[src/rtl/uart_ctrl_pkg.sv]
// Shared encodings and widths for the UART transmit arbiter.
// Pure declarations: no logic, no latency, no flow control.
package uart_ctrl_pkg;

  typedef enum logic [2:0] {
    WAIT_IDLE,
    IDLE,
    START,
    SEND,
    DONE
  } state_t;

  localparam int DATA_W_DEF = 8;

  // Start-timeout counter width; START_TIMEOUT must not exceed 2**TMO_CNT_W.
  localparam int TMO_CNT_W = 16;

endpackage

[src/rtl/uart_sync2.sv]
// Two-flop synchronizer for a single level signal.
// Latency: 2 clk. No backpressure.
module uart_sync2 (
  input  logic clk,
  input  logic d,
  output logic q
);

  logic meta;

  // No reset: the flops keep tracking the tx flags through a reset, so the
  // arbiter sees a frame that is still in flight when reset releases.
  always_ff @(posedge clk) begin
    meta <= d;
    q    <= meta;
  end

endmodule

[src/rtl/uart_tx_arbiter.sv]
// Round-robin arbiter sharing one UART tx among NUM_REQ byte producers.
// Latency: gnt 1 clk after req in IDLE; requesters hold req until gnt, done/fault report the outcome.
module uart_tx_arbiter
  import uart_ctrl_pkg::*;
#(
  parameter int NUM_REQ       = 4,
  parameter int DATA_W        = DATA_W_DEF,
  parameter int START_TIMEOUT = 65535
) (
  input  logic                        clk,
  input  logic                        reset,
  input  logic [NUM_REQ-1:0]          req,
  input  logic [NUM_REQ*DATA_W-1:0]   req_data,
  output logic [NUM_REQ-1:0]          gnt,
  output logic [NUM_REQ-1:0]          done,
  output logic [NUM_REQ-1:0]          fault,
  output logic                        busy,
  output logic [$clog2(NUM_REQ)-1:0]  owner,
  output logic [DATA_W-1:0]           tx_data,
  output logic                        transmit_begin,
  input  logic                        transmit_active,
  input  logic                        transmit_over
);

  localparam int IDX_W = $clog2(NUM_REQ);

  logic                 act_s;
  logic                 over_s;
  state_t               state;
  logic [IDX_W-1:0]     rr;
  logic [TMO_CNT_W-1:0] cnt;
  logic                 pick_vld;
  logic [IDX_W-1:0]     pick_idx;
  logic [IDX_W-1:0]     owner_nxt;

  uart_sync2 u_sync_act (
    .clk (clk),
    .d   (transmit_active),
    .q   (act_s)
  );

  uart_sync2 u_sync_over (
    .clk (clk),
    .d   (transmit_over),
    .q   (over_s)
  );

  // Descending scan so the last hit is the lowest offset from rr.
  always_comb begin
    pick_vld = 1'b0;
    pick_idx = '0;
    for (int k = NUM_REQ - 1; k >= 0; k--) begin
      if (req[(int'(rr) + k) % NUM_REQ]) begin
        pick_vld = 1'b1;
        pick_idx = IDX_W'((int'(rr) + k) % NUM_REQ);
      end
    end
  end

  assign owner_nxt = (owner == IDX_W'(NUM_REQ - 1)) ? '0 : owner + IDX_W'(1);

  always_ff @(posedge clk) begin
    if (reset) begin
      state          <= WAIT_IDLE;
      rr             <= '0;
      cnt            <= '0;
      gnt            <= '0;
      done           <= '0;
      fault          <= '0;
      busy           <= 1'b0;
      owner          <= '0;
      tx_data        <= '0;
      transmit_begin <= 1'b0;
    end else begin
      gnt   <= '0;
      done  <= '0;
      fault <= '0;
      case (state)
        WAIT_IDLE: begin
          busy <= act_s;
          if (!act_s) begin
            state <= IDLE;
          end
        end
        IDLE: begin
          if (pick_vld) begin
            gnt            <= NUM_REQ'(1) << pick_idx;
            tx_data        <= req_data[pick_idx*DATA_W +: DATA_W];
            owner          <= pick_idx;
            transmit_begin <= 1'b1;
            cnt            <= '0;
            busy           <= 1'b1;
            state          <= START;
          end
        end
        START: begin
          // tx only samples transmit_begin on s_tick, so hold it until active is seen.
          if (act_s) begin
            transmit_begin <= 1'b0;
            state          <= SEND;
          end else if (cnt == TMO_CNT_W'(START_TIMEOUT - 1)) begin
            transmit_begin <= 1'b0;
            fault          <= NUM_REQ'(1) << owner;
            rr             <= owner_nxt;
            state          <= WAIT_IDLE;
          end else begin
            cnt <= cnt + TMO_CNT_W'(1);
          end
        end
        SEND: begin
          if (!act_s || over_s) begin
            state <= DONE;
          end
        end
        DONE: begin
          done  <= NUM_REQ'(1) << owner;
          rr    <= owner_nxt;
          state <= WAIT_IDLE;
        end
        default: state <= WAIT_IDLE;
      endcase
    end
  end

endmodule
[config.mk]
export PLATFORM = sky130hd
export DESIGN_NAME = uart_tx_arbiter
export DESIGN_NICKNAME = d
export VERILOG_FILES = /design/src/rtl/uart_ctrl_pkg.sv /design/src/rtl/uart_sync2.sv /design/src/rtl/uart_tx_arbiter.sv
export SDC_FILE = /design/constraint.sdc
export NUM_CORES = 1
export LEC_CHECK = 0
export BUFFER_PORTS_ARGS = -buffer_cell sky130_fd_sc_hd__buf_2
export CORE_MARGIN = 3
export CORE_UTILIZATION = 43
export DETAILED_ROUTE_END_ITERATION = 12
export PLACE_DENSITY_LB_ADDON = 0.05
export SLEW_MARGIN = 20
export SYNTH_ARGS = -nofsm -noshare
export SYNTH_HDL_FRONTEND = slang
export SYNTH_HIERARCHICAL = 1
export SYNTH_SLANG_ARGS = --single-unit
[constraint.sdc]
create_clock -name clk -period 1.72 [get_ports clk]
set_clock_uncertainty 0.1 [all_clocks]
set_input_delay 0 -clock clk [delete_from_list [all_inputs] [get_ports clk]]
set_output_delay 0 -clock clk [all_outputs]
set_load 0.05 [all_outputs]
* After elaboration in Yosys (flattened, before gate mapping)
Index checks and enable logic that the tools add are counted. W data, S select, Z words.
Cells by class: bitwise gates (word level) 8, div/mod/pow operators 0, shift-type cells 3, reductions and logical operators 18, multiply operators 0, add/subtract/negate cells 5, equal/unequal tests 13, $lt $le $gt $ge 4, muxes and demuxes 38
Operator list (number):
- $mux W16 | 3
- $pmux W16 S2 | 1
- $shiftx A32 B6 Y8 | 1
- $add A16 B1 Y16 const B | 1
- $eq A16 B16 Y1 const B | 1
- $mux W3 | 5
- $mux W1 | 14
- $mux W2 | 7
- $lt A3 B4 Y1 const B | 3
- $ne A2 B2 Y1 const B | 6
- $pmux W3 S4 | 1
- $bmux W1 S2 | 4
- $reduce_and A4 Y1 | 2
- $reduce_or A2 Y1 | 4
- $shl A1 B2 Y4 const A | 2
- $eq A3 B2 Y1 const B | 2
- $reduce_and A3 Y1 | 2
- $reduce_bool A2 Y1 | 3
- $not A1 Y1 | 5
- $add A2 B1 Y2 const B | 2
- $add A2 B2 Y2 const B | 2
- $pmux W1 S2 | 2
- $pmux W2 S2 | 1
- $reduce_and A2 Y1 | 2
- other kinds (11) | 13
Word-level totals: input port bits 40, bits in latches 0, word-level logic and storage cells 103, memories 0, memory bits (read-only) 0, memory bits (writable) 0, flip-flop bits (word level) 49, output and inout bits 24

* Depth between registers and ports, before layout
word-level depth 12, gate-level depth with buffers 7, depth with buffers taken out 7

* Hierarchy
Netlist, hierarchy kept.
Modules (own cells, without submodules):
- uart_tx_arbiter | cells an instance 263, times used 1, area each 2323.5 µm², sequential area each 900.9 µm²
- uart_sync2 | cells an instance 2, times used 2, area each 40.0 µm², sequential area each 40.0 µm²

* Worst setup path after synthesis
Ideal clock, no wire load.
kind register -> register, from reg state[0], to reg cnt[11], slack -0.192 ns, data required time 1.504 ns, clock period less this slack 1.912 ns, path buffers 1, setup time 0.116 ns, stages on the path, launching flop included 6, arrival 1.697 ns, path through dfxtp_1 buf_6 nor4b_4 nand3_2 or4_4 a31o_1
On the way: longest elaborated chain between the ends 3, elaborated cells between the ends (all ways) 8, those cells by class eq/ne (5); mux (1); reduce/logical (2)
RTL lines:
- start, declared | RTL line uart_tx_arbiter.sv:29 | state_t state;
- start signal, assigned | RTL line uart_tx_arbiter.sv:64 | state <= WAIT_IDLE;
- start signal, assigned | RTL line uart_tx_arbiter.sv:82 | state <= IDLE;
- start signal, assigned | RTL line uart_tx_arbiter.sv:93 | state <= START;
- $eq A3 B2 Y1 / $eq A3 B1 Y1 (equally long branches) | RTL line uart_tx_arbiter.sv:78 | case (state)
- $ne A2 B2 Y1 (no source line) / $reduce_bool A2 Y1 (equally long branches)
- $reduce_and A4 Y1 (no source line)
- end signal, assigned | RTL line uart_tx_arbiter.sv:107 | cnt <= cnt + TMO_CNT_W'(1);
- end, declared | RTL line uart_tx_arbiter.sv:31 | logic [TMO_CNT_W-1:0] cnt;
Several ways; a longest one is shown, not always the timed one. A chain may end at the register's enable or synchronous reset.

* Final worst setup path
from reg cnt[0], to reg rr[0]
On the way: longest elaborated chain between the ends 3
RTL lines:
- $eq A16 B16 Y1 | RTL line uart_tx_arbiter.sv:101 | end else if (cnt == TMO_CNT_W'(START_TIMEOUT - 1)) begin
- $ne A2 B2 Y1 (no source line)
- $reduce_and A3 Y1 (no source line)
- end signal, assigned | RTL line uart_tx_arbiter.sv:104 | rr <= owner_nxt;
- end signal, assigned | RTL line uart_tx_arbiter.sv:117 | rr <= owner_nxt;
- end, declared | RTL line uart_tx_arbiter.sv:30 | logic [IDX_W-1:0] rr;
No other way between the ends.

==> results_dict.tcl <==
set metrics [dict create \
    cts_made_buffers 5 \
    cts_num_sinks 49 \
    synth-main-ff-cell "dfxtp_1" \
    clockPowerShare_pct 27.3 \
    via_count_of_the_first_global_routing_pass 2326 \
    tritoncts "built" \
    netlist-cell-type-count 49 \
    dpl-instance-area_sq_um 3130 \
    critical_path_cell_list "inv_2 -> ha_4 -> nand3_4 -> or3_4 -> o2bb2a_4 -> or3_4 -> a21oi_2" \
    cp_top_family "simple AND/OR/NAND/NOR gates" \
    dr.pass1.iters 4 \
    cts-htree-levels 2 \
    place.port_buffers 63 \
    ys_seq_elements 49 \
    tns_ps -781 \
    detailroute.via_count 2422 \
    path_max_fanout 4 \
    critical_path_buf_inv_count 1 \
    synth.cell_area_sq_um 2400 \
    grt.overflow.total 0 \
    cts-root-to-sink-buffers 2 \
    critPathRequiredTime_ps 1880 \
    worstReg2RegStart "cnt[0]" \
    status "finished with violations" \
    reg2regPathDepth 7 \
    period_minus_slack_ps 1840 \
    layout.nets 455 \
    startpoint_type "flop" \
    hold-path-cell-count 4 \
    multi_input_gate_area_sq_um 1500 \
    grt_max_degree 19 \
    async_reset_ff_share_pct 0 \
    fin_area_sq_um 3750 \
    flow.area_growth_from_synthesis_pct 55.9 \
    dp_hpwl_mm 4.37 \
    ant_nets 0 \
    synth_enable_flop_cells 0 \
    design.die.area_sq_um 6520 \
    place.detailed.instances 439 \
    post-route-period-util_pct 107 \
    routed_wl_mm 6.60 \
    drive_above_1_share_pct 43.2 \
    wl_per_instance_microns 13.8 \
    rsz0062_at_grt "true" \
    ir_drop_v 0.000619 \
    gp_routability_congestion 0.858 \
    critical_path.slowest_cell "or3_4" \
    first_pass_grt_wire_length_mm 10.7 \
    die-width_microns 80.8 \
    layout_setup_ws_ps -117 \
    chipHeight_microns 80.8 \
    report.final.setup_viol 16 \
    cell_internal_pwr_mw 2.08 \
    finalHoldViolations 0 \
    holdCritPathClass "in -> reg" \
    power.share.sequential_pct 40.6 \
    crit_path_max_incr_delay_ps 380 \
    register_to_register_setup_slack_ps -120 \
    crit_top_cell "or3_4" \
    fp.coreArea_sq_um 5270 \
    path_clk_slew_ps 100 \
    drt_first_iter_violations 84 \
    initial_core_utilization_pct 45.6 \
    power.switching_fraction_pct 32.9 \
    via_per_inst 5.05 \
    worstReg2RegEnd "rr[0]" \
    synth.avg_cell_area_sq_um 9.00 \
    fmax_ghz 0.544 \
    boundaryPins 64 \
    antenna_cell_count 0 \
    failed_checks "setup timing" \
    skew_pair_late_insertion_delay_ps 310 \
    layoutNonFillerInstCount 480 \
    post-route-drc-count 0 \
    postLayoutCoreUtil_pct 71.1 \
    arrival_time_of_data_at_the_critical_path_endpoint_ps 1990 \
    row_count 26 \
    synth.yosys.seq_area_share_pct 40.8 \
    grtUsageTotal_pct 21.2 \
    timing.critical_path.to_type "flop" \
    switching_power_mw 1.02 \
    max_cap_violations 0 \
    timing.final.max_slew_violations 0 \
    grt_antenna_before_repair 0 \
    syn_nets 313 \
    cellPowerDensity_nw_per_um2 826 \
    p_leak_nw 1.61 \
    seq_area_sq_um 986 \
    timing_worst_setup_path_type "reg -> reg" \
    synthCells 267 \
    count_of_synthesis_stage_warnings_from_yosys 6 \
    fill_cells 431 \
    relSlewSlack_pct 74.0 \
    worstHoldEndpoint "tx_data[4]" \
    power_frac_comb_pct 32.1 \
    worst_hold_startpoint "req_data[12]" \
    cts-root-buf "clkbuf_8" \
    max_slew.worst_pin.slew_ps 389 \
]
repair_timing:
item                       CTS  global route
hold endpoints to repair    19             0
hold buffers                27             0
setup buffers                3             3
setup endpoints to repair   26            33
pin swaps                   16            16
gates resized for setup     19            20
cells in the mapped netlist (all sizes together) (2+ instances only):
library cell / count / share of area [%]
a211o: 2 / 0.83
a21bo: 8 / 3.3
a21o: 8 / 2.5
a21oi: 11 / 2.3
a311oi: 3 / 1.1
a31oi: 4 / 1.0
and2: 10 / 2.7
buf: 5 / 1.8
clkbuf: 7 / 1.1
dfxtp: 49 / 41
ha: 6 / 3.1
inv: 7 / 1.1
mux2i: 10 / 4.2
nand2: 25 / 4.1
nand2b: 2 / 0.62
nand3: 22 / 4.8
nand4: 3 / 0.78
nor2: 26 / 4.1
nor2b: 3 / 0.78
nor3: 6 / 1.7
nor3b: 2 / 0.62
nor4: 3 / 0.78
nor4b: 2 / 1.4
o211ai: 11 / 3.4
o21ai: 4 / 0.83
o21bai: 2 / 0.62
or3: 5 / 1.5
or4: 5 / 1.9
xnor2: 6 / 2.2
xor2: 2 / 0.73
worst max path at each step:
stage | endpoint | start | depth (start not counted)
6_report | rr[0] | cnt[0] | 7
3_3_place_gp | state[1] | state[0] | 6
2_1_floorplan | cnt[11] | state[0] | 5
4_1_cts | rr[0] | state[2] | 6
3_5_place_dp | rr[0] | cnt[0] | 7
5_1_grt | cnt[13] | u_sync_act/q | 7
cell families (layout without fill, tap and decap cells):
logic type,after synthesis,count (layout),synth area share [%]
and+or+nand+nor,118,118,27.0
AOI/OAI and AO/OA,57,57,18.0
DFF,49,49,40.8
buffers and inverters,19,162,3.96
muxes,10,10,4.16
xor gates and xnor gates,8,8,2.92
adders and majority gates,6,6,3.12
layout make-up:
| class | instances | share of cell area [%] |
|---|---|---|
| sequential | 49 | 26.3 |
| tap | 70 | 2.34 |
| multi-input combinational | 199 | 39.9 |
| timing repair buffer | 147 | 27.7 |
| clock inverter | 3 | 1.24 |
| inverter | 7 | 0.701 |
| clock buffer | 5 | 1.84 |
worst register-to-register path: cells and delay by family (launching register included):
| family | cells | cell delay (ps) |
|---|---|---|
| adder cells (fa/ha/maj) | 1 | 140 |
| AND/OR/NAND/NOR | 3 | 820 |
| flip-flops | 1 | 330 |
| buffers and inverters | 1 | 70 |
| AO/OA/AOI/OAI | 2 | 330 |
sequential cells by signal, summed over array words and instances, names as in the netlist:
register          flops
done                  4
owner                 2
u_sync_over/q         1
rr                    2
tx_data               8
gnt                   4
state                 3
fault                 4
transmit_begin        1
u_sync_over/meta      1
busy                  1
cnt                  16
u_sync_act/meta       1
u_sync_act/q          1
metal layers:
metal  track usage, %  share of wire (%)  up-vias
met5                0                  0        -
met4             8.28                1.6        0
met3             4.43                5.6       10
met2             36.6                 51       67
met1             25.7                 42     1104
li1                 -                  -     1241
metrics by stage:
stage          power [mW]  worst slack (ps)  hold WS (ps)
6_report             3.09              -117          69.9
5_1_grt              3.26              -188          91.7
4_1_cts              3.06              -100          73.4
3_5_place_dp         2.15             -98.1          3.59
3_3_place_gp         2.15              -113          2.86
2_1_floorplan        1.84              -119         -72.3
power groups by stage:
stage               combinational (mW)  sequential, mW  clock [mW]
global placement                 0.870            1.28           0
floorplan                        0.386            1.45           0
global route                      1.08            1.27       0.912
detailed placement               0.868            1.28           0
finish                           0.993            1.26       0.846
CTS                              0.940            1.25       0.864
layout by cell type (no fill, tap or decap), drive strengths merged, types with 7 or more instances in the layout:
cell and n:
nand3 22, dlygate4sd3 27, inv 7, mux2i 10
nand2 25, a21oi 11, a21bo 8, a21o 8
dfxtp 49, buf 120, o211ai 11, and2 10
nor2 26
No activity file was read; power rests on OpenSTA's default activity.
